## src/rtl/dec_pkg.sv

```systemverilog
// Shared definitions for the registered decoder: mode encodings and the
// per-mode inactive output level.
package dec_pkg;

  typedef enum logic [1:0] {
    DEC_ONEHOT   = 2'd0,
    DEC_THERM    = 2'd1,
    DEC_ONEHOT_N = 2'd2,
    DEC_UMASK    = 2'd3
  } dec_mode_e;

  // Level every output bit takes when the decode is suppressed (en=0 or bad code).
  function automatic logic inactive_bit(input dec_mode_e mode);
    return (mode == DEC_ONEHOT_N);
  endfunction

endpackage

```

## src/rtl/dec_core.sv

```systemverilog
// Combinational decode of a binary code into one of four OUT_W-bit patterns,
// with an out-of-range flag for codes that have no output bit.
module dec_core
  import dec_pkg::*;
#(
  parameter int IN_W  = 4,
  parameter int OUT_W = 16
) (
  input  logic             en,
  input  logic [1:0]       mode,
  input  logic [IN_W-1:0]  code,
  output logic [OUT_W-1:0] data,
  output logic             err
);

  // When OUT_W covers every code value no code can be out of range.
  localparam bit              FULL  = (OUT_W >= (1 << IN_W));
  localparam logic [IN_W-1:0] LIMIT = FULL ? '0 : IN_W'(OUT_W);

  dec_mode_e mode_e;
  logic      in_range;

  assign mode_e   = dec_mode_e'(mode);
  assign in_range = FULL || (code < LIMIT);

  always_comb begin
    // NOTE: data and err get a default before any branch so no latch is inferred.
    data = {OUT_W{inactive_bit(mode_e)}};
    err  = en && !in_range;
    if (en && in_range) begin
      for (int i = 0; i < OUT_W; i++) begin
        unique case (mode_e)
          DEC_ONEHOT:   data[i] = (IN_W'(i) == code);
          DEC_THERM:    data[i] = (IN_W'(i) <= code);
          DEC_ONEHOT_N: data[i] = (IN_W'(i) != code);
          DEC_UMASK:    data[i] = (IN_W'(i) >= code);
          default:      data[i] = 1'b0;
        endcase
      end
    end
  end

endmodule

```

## src/rtl/dec_pipe_param.sv

```systemverilog
// Registered decoder: dec_core behind a single valid/ready stage, plus a
// saturating counter of accepted out-of-range codes.
module dec_pipe_param
  import dec_pkg::*;
#(
  parameter int IN_W  = 4,
  parameter int OUT_W = 16,
  parameter int CNT_W = 8
) (
  input  logic             clk,
  input  logic             rst,
  input  logic             en,
  input  logic [1:0]       mode,
  input  logic             in_valid,
  output logic             in_ready,
  input  logic [IN_W-1:0]  in_code,
  output logic             out_valid,
  input  logic             out_ready,
  output logic [OUT_W-1:0] out_data,
  output logic             out_err,
  output logic [CNT_W-1:0] err_cnt,
  input  logic             err_clr
);

  localparam logic [CNT_W-1:0] CNT_MAX = '1;

  logic [OUT_W-1:0] core_data;
  logic             core_err;
  logic             in_fire;
  logic             out_fire;
  logic [CNT_W-1:0] cnt_next;

  dec_core #(
    .IN_W  (IN_W),
    .OUT_W (OUT_W)
  ) u_core (
    .en   (en),
    .mode (mode),
    .code (in_code),
    .data (core_data),
    .err  (core_err)
  );

  // A full stage still accepts when the downstream drains it on the same edge.
  assign in_ready = !out_valid || out_ready;
  assign in_fire  = in_valid && in_ready;
  assign out_fire = out_valid && out_ready;

  // Clear applies before the increment, so clear plus an error yields 1.
  always_comb begin
    cnt_next = err_clr ? '0 : err_cnt;
    if (in_fire && core_err && (cnt_next != CNT_MAX)) begin
      cnt_next = cnt_next + CNT_W'(1);
    end
  end

  always_ff @(posedge clk or posedge rst) begin
    if (rst) begin
      out_valid <= 1'b0;
      out_data  <= '0;
      out_err   <= 1'b0;
      err_cnt   <= '0;
    end else begin
      // NOTE: non-blocking assignments so every register samples pre-edge values.
      if (in_fire) begin
        out_valid <= 1'b1;
        out_data  <= core_data;
        out_err   <= core_err;
      end else if (out_fire) begin
        out_valid <= 1'b0;
      end
      err_cnt <= cnt_next;
    end
  end

endmodule

```

## config.mk

```make
export PLATFORM = sky130hd
export DESIGN_NAME = dec_pipe_param
export DESIGN_NICKNAME = d
export VERILOG_FILES = /design/src/rtl/dec_pkg.sv /design/src/rtl/dec_core.sv /design/src/rtl/dec_pipe_param.sv
export SDC_FILE = /design/constraint.sdc
export NUM_CORES = 1
export LEC_CHECK = 0
export BUFFER_PORTS_ARGS = -buffer_cell sky130_fd_sc_hd__buf_4
export CORE_ASPECT_RATIO = 1.5
export CORE_UTILIZATION = 48
export CTS_CLUSTER_DIAMETER = 30
export DETAILED_ROUTE_END_ITERATION = 10
export PLACE_DENSITY_LB_ADDON = 0.15
export SKIP_CTS_REPAIR_TIMING = 1
export SLEW_MARGIN = 20
export SYNTH_ARGS = -nofsm -noshare
export SYNTH_HDL_FRONTEND = slang
export SYNTH_SLANG_ARGS = --single-unit
```

## constraint.sdc

```tcl
create_clock -name clk -period 1.2 [get_ports clk]
set_input_delay 0.18 -clock clk [delete_from_list [all_inputs] [get_ports clk]]
set_output_delay 0.18 -clock clk [all_outputs]
set_load 0.05 [all_outputs]
```

==> flow_summary.json, run 1 <==
{
  "clkLatencyLatePin_ns": 0.25,
  "num_rows": 24,
  "total_power_w": 0.00220,
  "cts_tree": "done",
  "cts_buffers": 3,
  "synth_edf_count": 0,
  "antenna_cells": 0,
  "setup_tns_ns": -0.00921,
  "clock_skew_ns": 0.00345,
  "path_clk_slew_ns": 0.06,
  "die_h_um": 70.0,
  "synth_top_family_by_area": "compound AO/OA/AOI/OAI gates",
  "gr-total-overflow": 0,
  "cp_cell_sequence": "nand2b_4 > buf_4 > buf_8",
  "hold_viol": 0,
  "crit_path_start_kind": "register",
  "via_per_inst": 5.54,
  "setup_slack_ns": -0.00921,
  "dominantRegCellSynth": "dfrtp_1",
  "pre_cts_ws_ns": -0.172,
  "synth_compound_area_frac": 0.287,
  "routedWlPerCell_um": 14.6,
  "syn_area_per_cell_um2": 8.13,
  "cts_sinks": 17,
  "status": "complete, but fails checks",
  "htree_levels": 1,
  "fin_crit_sh": 1.01,
  "yosys.area.top_type": "dfrtp_1",
  "drv_cap": 0,
  "rsz0062_at_grt": "true",
  "io_pins": 39,
  "ys_seq_area_frac": 0.287,
  "fp.dieW_um": 47.3,
  "grt_max_degree": 27,
  "critical_path.max_fanout": 5,
  "drt_wl_total_um": 4010,
  "yosys.area.top_type_share": 0.287,
  "critical_path.top_delay_family": "flip-flops",
  "failed_checks": "negative setup slack",
  "numPortBuffers": 28,
  "crit_required_ns": 1.02,
  "hold_class": "in -> reg",
  "worstSetupPathType": "reg -> out",
  "yosys-top-cells-count": "dfrtp_1 (17), nand2_1 (17), nor2_1 (15)",
  "synthXorXnorAreaFrac": 0.0178,
  "via_count": 1519,
  "coreArea_mm2": 0.00291,
  "synth_area_leaders": "dfrtp_1 (29%), buf_4 (6.6%), nand2_1 (4.3%)",
  "synth_warnings": 0,
  "first_iter_violations": 50,
  "path_buf_inv": 2,
  "area_delta_synth_final_pct": 36.4,
  "synth.area.mux_share": 0.0203,
  "p_leak_nw": 0.910,
  "irDropWorstVdd_v": 0.000658,
  "critical_path.slowest_cell": "dfrtp_2",
  "ys_async_sr_fraction": 1.00,
  "track_usage": 0.263,
  "drc": 0,
  "power_density_mw_per_mm2": 1090,
  "maxSlewViolCount": 0,
  "end_kind": "output pin",
  "gp_congestion": 0.938,
  "synth_area_mm2": 0.00148,
  "antenna_found_initial": 0,
  "synth-simple-area-share": 0.249,
  "whs_ns": 0.178,
  "drt_first_pass_iters": 4,
  "max_freq_mhz": 827,
  "yosysUniqueCellTypes": 55,
  "clockRootBuffer": "clkbuf_8",
  "post-dp-hpwl_um": 3010,
  "dieArea_mm2": 0.00331,
  "cp.arrival_ns": 1.03,
  "synthAdderAreaFrac": 0,
  "period_needed_ns": 1.21,
  "layout-drive-gt1-share": 0.383,
  "clock_path_buffers": 2,
  "start_util": 0.508,
  "setup_viol": 1,
  "grt_pass1_vias": 1485,
  "max_stage_delay_ns": 0.43,
  "synth-seq-cells": 17,
  "postRouteAntennaNets": 0,
  "grt_pass1_wl_um": 6420,
  "nets": 248,
  "synth_cells": 182
}
-- cell type report --
type / instances / area (um^2)
multi-input cells: 142 / 938
fillers: 247 / 893
repair buffers: 68 / 546
flip-flops and latches: 17 / 427
well taps: 39 / 48.8
clock buffers: 4 / 45.0
inverters: 4 / 15.0
-- report_power, final --
part	switching, W	internal, W
clock	0.000189	0.000236
combinational	0.000688	0.000381
sequential	0.0000461	0.000657
total	0.000922	0.00127
-- metal layers --
layer / wire [um] / GRT usage / vias to the layer above
met3: 172 / 0.0336 / 14
li1: - / - / 753
met2: 1990 / 0.400 / 52
met5: 0 / 0 / -
met1: 1690 / 0.335 / 700
met4: 160 / 0.159 / 0
-- cells in the final DEF (no fill, tap or decap), types with 2 or more instances in the layout --
| master | instances |
|---|---|
| o31ai_2 | 2 |
| nor3_2 | 2 |
| a221oi_1 | 2 |
| nor2_1 | 15 |
| and2_1 | 2 |
| xnor2_1 | 3 |
| buf_4 | 64 |
| o221ai_1 | 3 |
| nand3_1 | 2 |
| a31oi_1 | 5 |
| o21ai_1 | 5 |
| nand4_1 | 2 |
| dfrtp_1 | 16 |
| a21oi_2 | 3 |
| o21ai_0 | 5 |
| nor3_1 | 4 |
| conb_1 | 9 |
| a21oi_1 | 6 |
| o21a_1 | 3 |
| nand2b_1 | 6 |
| and3_1 | 2 |
| o22ai_1 | 4 |
| a32o_1 | 2 |
| nand2_1 | 16 |
| mux2i_1 | 3 |
| buf_12 | 2 |
| a22o_1 | 3 |
| a221oi_2 | 3 |
| inv_1 | 3 |
| o211ai_1 | 3 |
| clkbuf_8 | 3 |
-- flip-flops by register name, indices dropped and copies added, names as in the netlist --
name	flops
out_data	16
out_valid	1
-- stage by stage --
| step | cell area [um^2] | std cells | util |
|---|---|---|---|
| finish | 2020 | 274 | 0.693 |
| global route | 2020 | 274 | 0.693 |
| CTS | 1940 | 270 | 0.665 |
| detailed placement | 1890 | 266 | 0.649 |
| global placement | 1890 | 266 | 0.649 |
| floorplan | 1540 | 190 | - |
-- cells by family after synthesis --
logic type,count (synthesis)
xor+xnor,3
mux,3
flops,17
other cells,1
compound gates,59
buf+inv,32
simple gates,67
-- worst paths after layout --
check / start / end / slack (ns) / depth (start not counted)
hold reg to reg: out_data[15] / out_data[15] / 0.49 / 2
setup / recovery: out_valid / in_ready / -0.009 / 3
max in group asynchronous: rst / out_valid / 0.51 / 4
hold / removal: in_valid / out_valid / 0.18 / 2
setup reg to reg: out_valid / out_data[12] / 0.04 / 4
min in group asynchronous: rst / out_data[3] / 0.49 / 4
Power figures use the tool's default switching activity.
==> run 2, diff against run 1 <==
--- a/config.mk
+++ b/config.mk
@@ -7,10 +7,11 @@
 export LEC_CHECK = 0
 export BUFFER_PORTS_ARGS = -buffer_cell sky130_fd_sc_hd__buf_4
 export CORE_ASPECT_RATIO = 1.5
-export CORE_UTILIZATION = 48
+export CORE_UTILIZATION = 46
 export CTS_CLUSTER_DIAMETER = 30
 export DETAILED_ROUTE_END_ITERATION = 10
 export PLACE_DENSITY_LB_ADDON = 0.15
+export SETUP_SLACK_MARGIN = 0.3
 export SKIP_CTS_REPAIR_TIMING = 1
 export SLEW_MARGIN = 20
 export SYNTH_ARGS = -nofsm -noshare
==> run 2 against run 1 <==
The run still ends with negative setup slack left. Via count up 6.5%. First-iteration DRC count up 2.0%. Sequential share of layout area down 1.5 points. Largest cell class unchanged. Largest power group unchanged. Highest routed layer unchanged.
==> flow_summary.json, run 2 (synthesized netlist as in run 1, its figures left out) <==
{
  "postRouteAntennaNets": 0,
  "first_iter_violations": 51,
  "drc": 0,
  "rsz0062_at_grt": "true",
  "drv_cap": 0,
  "cts_sinks": 17,
  "design_area_mm2": 0.00217,
  "irDropWorstVdd_v": 0.000640,
  "layout_commonest_cell": "buf_4",
  "drt_first_pass_iters": 4,
  "htree_levels": 1,
  "num_rows": 24,
  "regArea_um2": 427,
  "largest_reg_flops": 16,
  "routedWlPerCell_um": 15.5,
  "cts_buffers": 3,
  "largest_register": "out_data",
  "worstReg2RegEnd": "out_data[9]",
  "dr_wl_met3_um": 205,
  "r2r_start": "out_valid",
  "postLayoutCoreUtil": 0.731,
  "failed_checks": "negative setup slack",
  "placedInstanceArea_mm2": 0.00186,
  "p_leak_nw": 0.982,
  "final.fill_count": 225,
  "coreArea_mm2": 0.00297,
  "clockRootBuffer": "clkbuf_8",
  "grt_max_degree": 19,
  "setup_slack_ns": -0.00766,
  "maxSlewHeadroom": 0.576,
  "met1_length_um": 1690,
  "clkLatencyLatePin_ns": 0.25,
  "nets": 257,
  "numPortBuffers": 28,
  "track_usage": 0.235,
  "path_clk_slew_ns": 0.06,
  "dr.max_layer_used": "met4",
  "power_density_mw_per_mm2": 1100,
  "maxSlewViolCount": 0,
  "grt_pass1_vias": 1426,
  "max_freq_mhz": 828,
  "grt_pass1_wl_um": 6500,
  "multi_input_area_um2": 945,
  "clock_skew_ns": 0.00344,
  "layout-drive-gt1-share": 0.422,
  "fp.dieW_um": 48.3,
  "end_kind": "output pin",
  "cts_tree": "done",
  "gp_congestion": 0.933,
  "antenna_found_initial": 0,
  "crit_path_start_kind": "register",
  "critical_path.max_fanout": 4,
  "period_needed_ns": 1.21,
  "worst_pin_slew_ns": 0.635,
  "die_h_um": 71.5,
  "via_per_inst": 5.72,
  "status": "complete, but fails checks",
  "clock_path_buffers": 2,
  "antenna_cells": 0,
  "drt_wl_total_um": 4390,
  "area_delta_synth_final_pct": 46.8,
  "final_cell_mix": "buf_4 (53), buf_6 (20), nand2_1 (16), dfrtp_1 (16), nor2_1 (11)",
  "reg2reg_slack_ns": 0.01,
  "io_pins": 39,
  "dr_wl_met2_um": 2360,
  "via_count": 1618,
  "pre_cts_ws_ns": -0.168,
  "hold_class": "in -> async",
  "worstSetupPathType": "reg -> out",
  "post-dp-hpwl_um": 2960,
  "gr-total-overflow": 0,
  "rr_worst_depth": 5,
  "setup_tns_ns": -0.00766,
  "crit_required_ns": 1.02,
  "start_util": 0.498,
  "fin_crit_sh": 1.01,
  "largestRegisters": "out_data (16), out_valid (1)",
  "cp.arrival_ns": 1.03,
  "hold_viol": 0,
  "setup_viol": 1,
  "dieArea_mm2": 0.00345
}
run 2: cell types whose count changed in the layout (fill, tap and decap cells not counted), sizes merged:
cell	before	now
buf	67	77
dlygate4sd3	1	0
run 2: worst max-delay path: stages, from the launching register on:
cell and delay (ns):
dfrtp_2 0.42, nand2b_4 0.10, buf_6 0.11, buf_8 0.13
run 2: stage by stage:
step,total power (W),hold slack [ns],std cells
2_1_floorplan,0.00144,0.106,190
6_report,0.00238,0.00807,283
4_1_cts,0.00215,0.0343,266
3_3_place_gp,0.00171,0.289,262
5_1_grt,0.00248,0.0717,283
3_5_place_dp,0.00173,0.303,262
run 2: power by group:
| part | switching [W] | internal, W | total [W] |
|---|---|---|---|
| registers | 0.0000655 | 0.000658 | 0.000723 |
| clock network | 0.000193 | 0.000236 | 0.000429 |
| logic | 0.000726 | 0.000505 | 0.00123 |
run 2: cell type report:
type,instances,area share
clock buffers,4,0.0207
inverters,4,0.00691
multi-input cells,142,0.435
flip-flops and latches,17,0.196
well taps,39,0.0225
repair buffers,77,0.319
run 2: routing by layer:
| layer | GRT usage | up-vias |
|---|---|---|
| met1 | 0.286 | 758 |
| met2 | 0.423 | 73 |
| met4 | 0.124 | 0 |
| li1 | - | 772 |
| met5 | 0 | - |
| met3 | 0.00425 | 15 |
run 2: worst max path at each step:
stage	start	end	slack (ns)
after global placement	in_code[3]	out_data[3]	-0.11
after detailed placement	in_code[3]	out_data[4]	-0.17
after global routing	out_valid	out_data[15]	-0.05
final	out_valid	in_ready	-0.008
after floorplan	out_valid	out_data[0]	-0.21
after CTS	out_valid	in_ready	-0.12
==> run 3, diff against run 2 <==
--- a/config.mk
+++ b/config.mk
@@ -8,6 +8,7 @@
 export BUFFER_PORTS_ARGS = -buffer_cell sky130_fd_sc_hd__buf_4
 export CORE_ASPECT_RATIO = 1.5
 export CORE_UTILIZATION = 46
+export CTS_BUF_LIST = sky130_fd_sc_hd__clkbuf_8
 export CTS_CLUSTER_DIAMETER = 30
 export DETAILED_ROUTE_END_ITERATION = 10
 export PLACE_DENSITY_LB_ADDON = 0.15
==> run 3 against run 2 <==
The flow still finishes with violations (negative setup slack). Highest routed layer unchanged. Core utilization stayed put. Combinational power hardly changed. Non-clock buffer count stayed put. Global-route usage stayed put. Power is 0.35% lower. Sequential share of layout area stayed put. Final cell count stayed put. Sequential power hardly changed. Critical path depth stayed put. Die area stayed put. Wire length is 0.11% higher.
==> flow_summary.json, run 3 (synthesized netlist as in run 1, its figures left out) <==
{
  "status": "complete, but fails checks",
  "failed_checks": "negative setup slack",
  "gp_congestion": 0.933,
  "antenna_cells": 0,
  "via_per_inst": 5.72,
  "via_count": 1618,
  "gr-total-overflow": 0,
  "io_pins": 39,
  "crit_required_ns": 1.02,
  "drt_first_pass_iters": 4,
  "post-dp-hpwl_um": 2960,
  "cp_cell_sequence": "nand2b_4 > buf_6 > buf_8",
  "cts_sinks": 17,
  "hold_viol": 0,
  "path_clk_slew_ns": 0.06,
  "first_iter_violations": 51,
  "area_delta_synth_final_pct": 46.8,
  "clockRootBuffer": "clkbuf_8",
  "cp.arrival_ns": 1.03,
  "setup_viol": 1,
  "p_leak_nw": 0.986,
  "postLayoutCoreUtil": 0.731,
  "crit_path_start_kind": "register",
  "fin_crit_sh": 1.01,
  "cts_tree": "done",
  "drt_wl_total_um": 4390,
  "period_needed_ns": 1.21,
  "clock_path_buffers": 2,
  "worstSetupPathType": "reg -> out",
  "die_h_um": 71.5,
  "max_freq_mhz": 828,
  "maxSlewHeadroom": 0.575,
  "critical_path.slowest_cell": "dfrtp_2",
  "num_rows": 24,
  "setup_slack_ns": -0.00784,
  "layout-drive-gt1-share": 0.422,
  "final.fill_count": 225,
  "nets": 257,
  "largest_reg_flops": 16,
  "setup_tns_ns": -0.00784,
  "drc": 0,
  "worst_pin_slew_ns": 0.636,
  "clkLatencyLatePin_ns": 0.25,
  "antenna_found_initial": 0,
  "irDropWorstVdd_v": 0.000640,
  "grt_max_degree": 19,
  "clock_skew_ns": 0.00349,
  "critPathLaunch": "out_valid",
  "final_cell_mix": "buf_4 (53), buf_6 (20), nand2_1 (16), dfrtp_1 (16), nor2_1 (11)",
  "rsz0062_at_grt": "true",
  "r2r_start": "out_valid",
  "cts_buffers": 3,
  "path_buf_inv": 2,
  "track_usage": 0.235,
  "htree_levels": 1,
  "start_util": 0.498,
  "fp.dieW_um": 48.3,
  "end_kind": "output pin",
  "total_power_w": 0.00238,
  "routedWlPerCell_um": 15.5,
  "numPortBuffers": 28,
  "grt_pass1_vias": 1426,
  "hold_class": "in -> async",
  "dieArea_mm2": 0.00345,
  "drv_cap": 0,
  "maxSlewViolCount": 0,
  "max_stage_delay_ns": 0.42,
  "critical_path.top_delay_family": "flip-flops",
  "largestRegisters": "out_data (16), out_valid (1)",
  "power_density_mw_per_mm2": 1090,
  "grt_pass1_wl_um": 6500,
  "critical_path.max_fanout": 4,
  "coreArea_mm2": 0.00297,
  "layout_commonest_cell": "buf_4",
  "largest_register": "out_data",
  "postRouteAntennaNets": 0
}
[run 3: routing by layer]
metal  wire, um  track usage  up-vias
li1           -            -      772
met1       1690        0.286      758
met2       2370        0.423       73
met3        210      0.00425       15
met4        123        0.124        0
met5          0            0        -
[run 3: where the power goes]
group | internal [W] | switching (W) | total (W)
Sequential | 0.000658 | 0.0000655 | 0.000723
Clock | 0.000227 | 0.000193 | 0.000421
Combinational | 0.000505 | 0.000727 | 0.00123
[run 3: layout make-up]
type	instances	area, um^2	area share
multi-input cells	142	945	0.435
inverters	4	15.0	0.00691
clock buffers	3	41.3	0.0190
repair buffers	77	693	0.319
well taps	39	48.8	0.0225
flip-flops and latches	17	427	0.196
clock inverters	1	3.75	0.00173
[run 3: worst paths after layout]
| check | to | slack (ns) | cells past startpoint |
|---|---|---|---|
| worst max-delay path | in_ready | -0.008 | 3 |
| worst min-delay path | out_data[14] | 0.008 | 2 |
| worst max register to register | out_data[9] | 0.01 | 5 |
| worst min register to register | out_data[13] | 0.59 | 2 |
| max in group asynchronous | out_valid | 0.74 | 2 |
| min in group clk | out_valid | 0.19 | 2 |
[run 3: per-stage QoR]
stage	setup slack (ns)	hold WS, ns	instance area, um^2	instances
3_5_place_dp	-0.168	0.303	1860	262
4_1_cts	-0.122	0.0343	1910	266
3_3_place_gp	-0.111	0.289	1860	262
5_1_grt	-0.0538	0.0717	2170	283
2_1_floorplan	-0.214	0.106	1540	190
6_report	-0.00784	0.00850	2170	283
